--- src/rtl/sysid_regbank.sv ---
// sysid_regbank: Avalon-MM system-ID slave with scratch, uptime, tick irq and info words.
// Read data is registered with fixed one-cycle latency; no waitrequest.
module sysid_regbank #(
   parameter logic [31:0] SYS_ID    = 32'h0000_0000,
   parameter logic [31:0] TIMESTAMP = 32'd0,
   parameter logic [7:0]  VERSION   = 8'd2,
   parameter int          NUM_INFO  = 4,
   parameter logic [32*(NUM_INFO > 0 ? NUM_INFO : 1)-1:0] INFO_INIT = '0,
   parameter int          ADDR_W    = 5
) (
   input  logic              clock,
   input  logic              reset_n,
   input  logic [ADDR_W-1:0] address,
   input  logic              chipselect,
   input  logic              read,
   input  logic              write,
   input  logic [31:0]       writedata,
   input  logic [3:0]        byteenable,
   output logic [31:0]       readdata,
   output logic              readdatavalid,
   output logic              irq
);
   logic [31:0] readdata_q, readdata_d, scratch_q, scratch_d, period_q, period_d;
   logic [31:0] hi_q, hi_d, cnt_q, cnt_d, info_w, rmux, be_mask;
   logic [63:0] uptime_q, uptime_d;
   logic        rdv_q, rdv_d, pend_q, pend_d, irq_en_q, irq_en_d, irq_q, irq_d;
   logic        rd, wr, wr_ctrl, wr_per, tick_last;

   always_comb begin
      info_w = '0;
      for (int k = 0; k < NUM_INFO; k++)
         if (address == ADDR_W'(8 + k)) info_w = INFO_INIT[32*k +: 32];
      case (address)
         ADDR_W'(0): rmux = SYS_ID;
         ADDR_W'(1): rmux = TIMESTAMP;
         ADDR_W'(2): rmux = {16'h0, VERSION, 8'(NUM_INFO)};
         ADDR_W'(3): rmux = scratch_q;
         ADDR_W'(4): rmux = uptime_q[31:0];
         ADDR_W'(5): rmux = hi_q;
         ADDR_W'(6): rmux = period_q;
         ADDR_W'(7): rmux = {30'h0, irq_en_q, pend_q};
         default:    rmux = info_w;
      endcase
   end

   always_comb begin
      rd         = chipselect & read;
      wr         = chipselect & write;
      be_mask    = {{8{byteenable[3]}}, {8{byteenable[2]}}, {8{byteenable[1]}}, {8{byteenable[0]}}};
      wr_ctrl    = wr && address == ADDR_W'(7) && byteenable[0];
      wr_per     = wr && address == ADDR_W'(6) && |byteenable;
      readdata_d = rd ? rmux : readdata_q;
      rdv_d      = rd;
      scratch_d  = wr && address == ADDR_W'(3) ? (scratch_q & ~be_mask) | (writedata & be_mask) : scratch_q;
      period_d   = wr_per ? (period_q & ~be_mask) | (writedata & be_mask) : period_q;
      uptime_d   = uptime_q + 64'd1;
      hi_d       = rd && address == ADDR_W'(4) ? uptime_q[63:32] : hi_q;
      tick_last  = period_q != 32'd0 && cnt_q == period_q - 32'd1;
      cnt_d      = wr_per || tick_last || period_q == 32'd0 ? 32'd0 : cnt_q + 32'd1;
      // a tick in the same cycle as a clear keeps pending set
      pend_d     = tick_last | (pend_q & ~(wr_ctrl & writedata[0]));
      irq_en_d   = wr_ctrl ? writedata[1] : irq_en_q;
      irq_d      = pend_d & irq_en_d;
   end

   always_ff @(posedge clock or negedge reset_n) begin
      if (!reset_n) begin
         readdata_q <= '0;
         rdv_q      <= 1'b0;
         scratch_q  <= '0;
         period_q   <= '0;
         uptime_q   <= '0;
         hi_q       <= '0;
         cnt_q      <= '0;
         pend_q     <= 1'b0;
         irq_en_q   <= 1'b0;
         irq_q      <= 1'b0;
      end else begin
         readdata_q <= readdata_d;
         rdv_q      <= rdv_d;
         scratch_q  <= scratch_d;
         period_q   <= period_d;
         uptime_q   <= uptime_d;
         hi_q       <= hi_d;
         cnt_q      <= cnt_d;
         pend_q     <= pend_d;
         irq_en_q   <= irq_en_d;
         irq_q      <= irq_d;
      end
   end

   assign readdata      = readdata_q;
   assign readdatavalid = rdv_q;
   assign irq           = irq_q;
endmodule

--- config.mk ---
export PLATFORM = sky130hd
export DESIGN_NAME = sysid_regbank
export DESIGN_NICKNAME = d
export VERILOG_FILES = /design/src/rtl/sysid_regbank.sv
export SDC_FILE = /design/constraint.sdc
export NUM_CORES = 1
export LEC_CHECK = 0
export CORE_MARGIN = 8
export CORE_UTILIZATION = 42
export DETAILED_ROUTE_END_ITERATION = 8
export PLACE_DENSITY = 0.7
export SYNTH_ARGS = -nofsm -noshare
export SYNTH_HDL_FRONTEND = slang
export SYNTH_SLANG_ARGS = --single-unit
--- constraint.sdc ---
create_clock -name clock -period 6.6 [get_ports clock]
set_clock_uncertainty 0.15 [all_clocks]
set_input_delay 1.32 -clock clock [delete_from_list [all_inputs] [get_ports clock]]
set_output_delay 1.32 -clock clock [all_outputs]
set_load 0.05 [all_outputs]
# --- Word-level counts from Yosys, hierarchy flattened ---
# Cells that the tools add are included.
op_classes:
  n_bitwise: 13
  eq_ne: 7
  reduce_logical: 12
  n_addsub: 3
  muxes: 3
op_table:
  columns: ["op", "n"]
  rows:
  - ["one-hot mux 32 bit (6 select lines)", 1]
  - ["bitwise AND 32 bit", 3]
  - ["adder 64 x 1 -> 64 bit (second input constant)", 1]
  - ["OR 32 bit", 2]
  - ["adder 32 x 1 -> 32 bit (second input constant)", 1]
  - ["== test 32 bit", 1]
  - ["zero test 32 bit", 1]
  - ["2-to-1 mux 32 bit", 1]
  - ["inverter 32 bit", 1]
  - ["nonzero test 32 bit", 1]
  - ["subtractor 32 x 1 -> 32 bit (second input constant)", 1]
  - ["== test 5 x 3 -> 1 bit (second input constant)", 4]
  - ["== test 5 x 2 -> 1 bit (second input constant)", 2]
  - ["logical AND 1 bit", 7]
  - ["bitwise AND 1 bit", 5]
  - ["OR reduction 4 bit", 1]
  - ["logical OR 1 bit", 2]
  - ["2-to-1 mux 1 bit", 1]
  - ["inverter 1 bit", 1]
  - ["OR 1 bit", 1]
word_totals:
  wordCells: 48
  reg_bits: 228

# --- Depth between registers and ports, before layout ---
depth:
  word_depth: 8
  ltp_mapped: 12
  mapped_depth_nobuf: 10

# --- Worst setup path after synthesis ---
# OpenSTA, ideal clock, no wires.
synth_path:
  path_type: "input port to flip-flop"
  startpoint: "input port address[1]"
  endpoint: "register with a tool-made name"
  arrival_time_ns: 3.083
  stages: 7
  path_buffers: 2
  slack_ns: 3.242
  required_time_ns: 6.325
  cell_sequence: "clkbuf_1 -> nor4b_1 -> and2_0 -> nor2b_1 -> clkbuf_1 -> nand2_1 -> mux2_2"
synth_rtl:
  columns: ["element", "line_no", "source"]
  rows:
  - ["start, declared", "13", "input logic [ADDR_W-1:0] address,"]

==> impl_metrics.prom <==
# TYPE chip_impl_metric gauge
chip_impl_info{name="status",value="completed"} 1
chip_impl_metric{name="post_synth_instance_area",unit="sq um"} 11120
chip_impl_metric{name="routed-wl-met3",unit="um"} 1541
chip_impl_metric{name="synth_fp_nets",unit=""} 1034
chip_impl_metric{name="cts-hold-fix-buffers",unit=""} 0
chip_impl_info{name="timing.critical_path.slowest_stage_cell",value="nor4b_1"} 1
chip_impl_metric{name="ios",unit=""} 80
chip_impl_metric{name="route.detailed.wl_per_inst",unit="um"} 19.43
chip_impl_info{name="crit_family",value="simple AND/OR/NAND/NOR gates"} 1
chip_impl_info{name="highest-signal-layer",value="met4"} 1
chip_impl_metric{name="synth-edff-count",unit=""} 0
chip_impl_metric{name="ys_warn_count",unit=""} 0
chip_impl_metric{name="static-leakage-power",unit="nW"} 5.827
chip_impl_info{name="cells_taking_the_most_area_after_synthesis",value="dfrtp_1 (51%), mux2_2 (9.8%), xnor2_1 (7.2%)"} 1
chip_impl_metric{name="max_stage_delay",unit="ns"} 0.74
chip_impl_metric{name="grt_max_degree",unit=""} 128
chip_impl_metric{name="netSwitchingPower",unit="uW"} 859.1
chip_impl_metric{name="drive_gt1_share",unit="%"} 16.09
chip_impl_metric{name="clkTransAtPathRegs",unit="ns"} 0.06
chip_impl_metric{name="numPlacedInstances",unit=""} 1356
chip_impl_metric{name="synth-compound-area-share",unit="%"} 8.338
chip_impl_metric{name="netSwitchingFraction",unit="%"} 25.76
chip_impl_metric{name="met2WireLength",unit="um"} 13140
chip_impl_metric{name="detail_route.wirelength.met1",unit="um"} 11910
chip_impl_metric{name="synth-xor-area-share",unit="%"} 10.48
chip_impl_metric{name="power_frac_clock",unit="%"} 42.0
chip_impl_metric{name="worst_ep_required_time",unit="ns"} 6.85
chip_impl_metric{name="final-hold-violation-count",unit=""} 0
chip_impl_metric{name="gpl.final_weighted_congestion",unit=""} 0.8615
chip_impl_metric{name="finalSetupTns",unit="ns"} 0
chip_impl_metric{name="placeableCoreArea",unit="sq um"} 26060
chip_impl_metric{name="peakVddDrop",unit="mV"} 0.1538
chip_impl_metric{name="power_frac_seq",unit="%"} 45.7
chip_impl_metric{name="fp.dieW",unit="um"} 178.7
chip_impl_metric{name="drc_errors",unit=""} 0
chip_impl_metric{name="async_reset_ff_share",unit="%"} 100.0
chip_impl_metric{name="comb_power_share",unit="%"} 12.4
chip_impl_metric{name="muxShareOfSynthArea",unit="%"} 10.01
chip_impl_metric{name="post-synth-top-area-fraction",unit="%"} 51.31
chip_impl_metric{name="cell_int_power",unit="mW"} 2.476
chip_impl_info{name="critical_path.cell_chain",value="clkdlybuf4s50_1 -> nor4b_1 -> and2_0 -> buf_4 -> nor2b_1 -> nand2_1 -> mux2_2"} 1
chip_impl_metric{name="stdcell_count",unit=""} 1398
chip_impl_metric{name="max_freq",unit="GHz"} 0.2486
chip_impl_metric{name="synth_fa_ha_area_share",unit="%"} 0.4501
chip_impl_metric{name="route.antenna.remaining_nets",unit=""} 0
chip_impl_metric{name="starting_drc_count_in_detailed_routing",unit=""} 935
chip_impl_metric{name="layout.nets",unit=""} 1098
chip_impl_metric{name="area_growth",unit="%"} 16.74
chip_impl_metric{name="finalMaxSlewViolations",unit=""} 0
chip_impl_metric{name="worst_ep_arrival_time",unit="ns"} 4.28
chip_impl_metric{name="clk_path_buf_depth",unit=""} 3
chip_impl_info{name="clockRootBuffer",value="clkbuf_16"} 1
chip_impl_metric{name="antennaDiodeCount",unit=""} 0
chip_impl_info{name="timing.hold.worst.class",value="flip-flop to flip-flop"} 1
chip_impl_metric{name="final.min_clock_period",unit="ns"} 4.022
chip_impl_metric{name="worst-slew-pin-transition",unit="ns"} 1.085
chip_impl_metric{name="global_route_total_usage_across_every_layer",unit="%"} 17.32
chip_impl_metric{name="cellPowerDensity",unit="nW/um^2"} 256.9
chip_impl_metric{name="post_cts.repair.setup_buffers",unit=""} 0
chip_impl_metric{name="globalRoute.totalOverflow",unit=""} 0
chip_impl_metric{name="floorplan.initialDensity",unit="%"} 42.67
chip_impl_metric{name="rows",unit=""} 59
chip_impl_metric{name="fp.dieH",unit="um"} 178.7
chip_impl_metric{name="post_synth.cell_area_avg",unit="sq um"} 11.30
chip_impl_metric{name="ys_seq_area_share",unit="%"} 51.31
chip_impl_metric{name="tritoncts.num_buffers",unit=""} 25
chip_impl_metric{name="timing.critical_path.buf_inv",unit=""} 2
chip_impl_metric{name="dieArea",unit="sq um"} 31940
chip_impl_metric{name="post_cts_resized",unit=""} 0
chip_impl_info{name="critPathCaptureType",value="flip-flop"} 1
chip_impl_info{name="main_combinational_cell_family_by_area_after_synthesis",value="simple AND/OR/NAND/NOR gates"} 1
chip_impl_metric{name="global_route_wire_length_before_repair",unit="um"} 44150
chip_impl_metric{name="antenna_violations_before_repair",unit=""} 0
chip_impl_info{name="ys.flop_type",value="dfrtp_1"} 1
chip_impl_info{name="crit_path_start_kind",value="primary input"} 1
chip_impl_info{name="rsz_0062_raised_after_global_routing",value="no"} 1
chip_impl_metric{name="post-dp-hpwl",unit="um"} 19510
chip_impl_metric{name="synth_simple_gate_area_share",unit="%"} 16.70
chip_impl_metric{name="total_vias_in_the_final_route",unit=""} 7889
chip_impl_metric{name="synth.distinct_cells",unit=""} 61
chip_impl_metric{name="syn_inst",unit=""} 984
chip_impl_metric{name="relSlewSlack",unit="%"} 27.52
chip_impl_metric{name="cts.sink_count",unit=""} 228
chip_impl_metric{name="ys_seq_elements",unit=""} 228
chip_impl_metric{name="vias_per_cell",unit=""} 5.643
chip_impl_metric{name="clock_insertion_delay_worst_skew",unit="ns"} 0.52
chip_impl_info{name="tritoncts",value="built"} 1
chip_impl_metric{name="critical_path.max_fanout",unit=""} 31
chip_impl_info{name="crit_type",value="primary input to flip-flop"} 1
chip_impl_metric{name="timing.final.setup_violations",unit=""} 0
chip_impl_metric{name="hold-worst-slack",unit="ns"} 0.3354
chip_impl_metric{name="drt_wl_total",unit="um"} 27170
chip_impl_info{name="synth_top_area_cell",value="dfrtp_1"} 1
chip_impl_metric{name="cts_max_level",unit=""} 1
chip_impl_metric{name="n_fill_cell",unit=""} 2276
chip_impl_metric{name="grt_pass1_vias",unit=""} 7839
chip_impl_metric{name="io_buffer_count",unit=""} 79
chip_impl_metric{name="drt_pre_antenna_iters",unit=""} 7
chip_impl_metric{name="max-cap-violations",unit=""} 0
chip_impl_metric{name="min_period_over_period",unit="%"} 60.94
placed cells by master, fill, tap and decap left out, drive strengths merged, types with 5 or more instances in the layout:
master         instances
nand4                 23
nor4                  14
xor2                  42
a21oi                  9
dfrtp                228
nand3                 49
mux2                  98
nor2                  34
xnor2                 91
buf                   10
clkinv                 5
clkbuf                33
and4                  13
nand2                116
a22o                  32
and3                  19
o21ai                 14
inv                    9
nor3b                  5
nor3                  49
or3                    5
a222oi                30
clkdlybuf4s50         78
path summary, 6_finish.rpt:
kind	start	end	slack, ns	cells past startpoint
min	uptime_q[48]$_DFF_PN0_	uptime_q[48]$_DFF_PN0_	0.34	1
min in group asynchronous	reset_n	cnt_q[2]$_DFF_PN0_	0.75	1
max	address[1]	flip-flop	2.58	7
max in group asynchronous	reset_n	async pin	4.51	2
max reg2reg	flip-flop	cnt_q[26]$_DFF_PN0_	2.97	11
min reg2reg	uptime_q[48]$_DFF_PN0_	uptime_q[48]$_DFF_PN0_	0.34	1
routing by layer:
metal / track usage (%) / vias up
li1: - / 3713
met1: 23.59 / 3976
met2: 28.06 / 159
met3: 3.075 / 41
met4: 4.650 / 0
met5: 0 / -
cells in the mapped netlist, types with 3 or more instances:
cell         n
or3_1        5
a22o_1      32
xnor2_1     91
nand2b_1     4
nor3_1      46
and2_1       3
mux2_2      97
inv_1        8
nor2_1      34
buf_6        6
nand2_1    116
a222oi_1    30
nor3_2       3
a2111oi_2    3
clkbuf_1    37
nand4_1     21
and4_1      13
nor4_1      12
a21oi_1      9
o21ai_0     14
nor3b_1      5
dfrtp_1    228
ha_1         4
xor2_1      42
and3_1      19
buf_4        5
nand3_1     49
a22oi_1      4
layout make-up:
class / instances / area, sq um / share of cell area [%]
Clock buffer: 33 / 715.7 / 5.513
Clock inverter: 9 / 108.9 / 0.8386
Inverter: 8 / 30.03 / 0.2313
Multi-Input combinational cell: 697 / 5126 / 39.49
Sequential cell: 228 / 5705 / 43.95
Tap cell: 335 / 419.2 / 3.229
Timing Repair Buffer: 88 / 875.8 / 6.747
kinds of logic after synthesis:
group,after synthesis
xor gates and xnor gates,133
muxes,99
adders and majority gates,4
AOI/OAI and AO/OA,110
and+or+nand+nor,351
buffers and inverters,59
DFF,228
through the flow:
step	util [%]	power, mW	setup slack (ns)	instance area (sq um)
6_report	49.82	3.335	2.578	12980
4_1_cts	49.82	3.359	2.631	12980
3_5_place_dp	46.65	1.961	2.123	12160
3_3_place_gp	46.65	1.952	2.214	12160
5_1_grt	49.82	3.477	2.276	12980
2_1_floorplan	-	1.826	3.242	11120
power groups by stage:
stage / clock (mW) / combinational [mW] / sequential, mW
2_1_floorplan: 0 / 0.315 / 1.51
3_3_place_gp: 0 / 0.408 / 1.54
3_5_place_dp: 0 / 0.416 / 1.55
4_1_cts: 1.42 / 0.418 / 1.52
5_1_grt: 1.49 / 0.456 / 1.53
6_report: 1.40 / 0.413 / 1.52
worst reg2reg max path: stages, from the launching register on:
cell       delay [ns]
dfrtp_1          0.46
inv_1            0.11
ha_1             0.37
or3b_2           0.51
a2111oi_2        0.30
a21o_1           0.12
nand2_1          0.07
a2111oi_2        0.46
nand4_2          0.19
nor4b_4          0.27
buf_4            0.36
nor3_1           0.11
(Power assumes the default switching activity.)
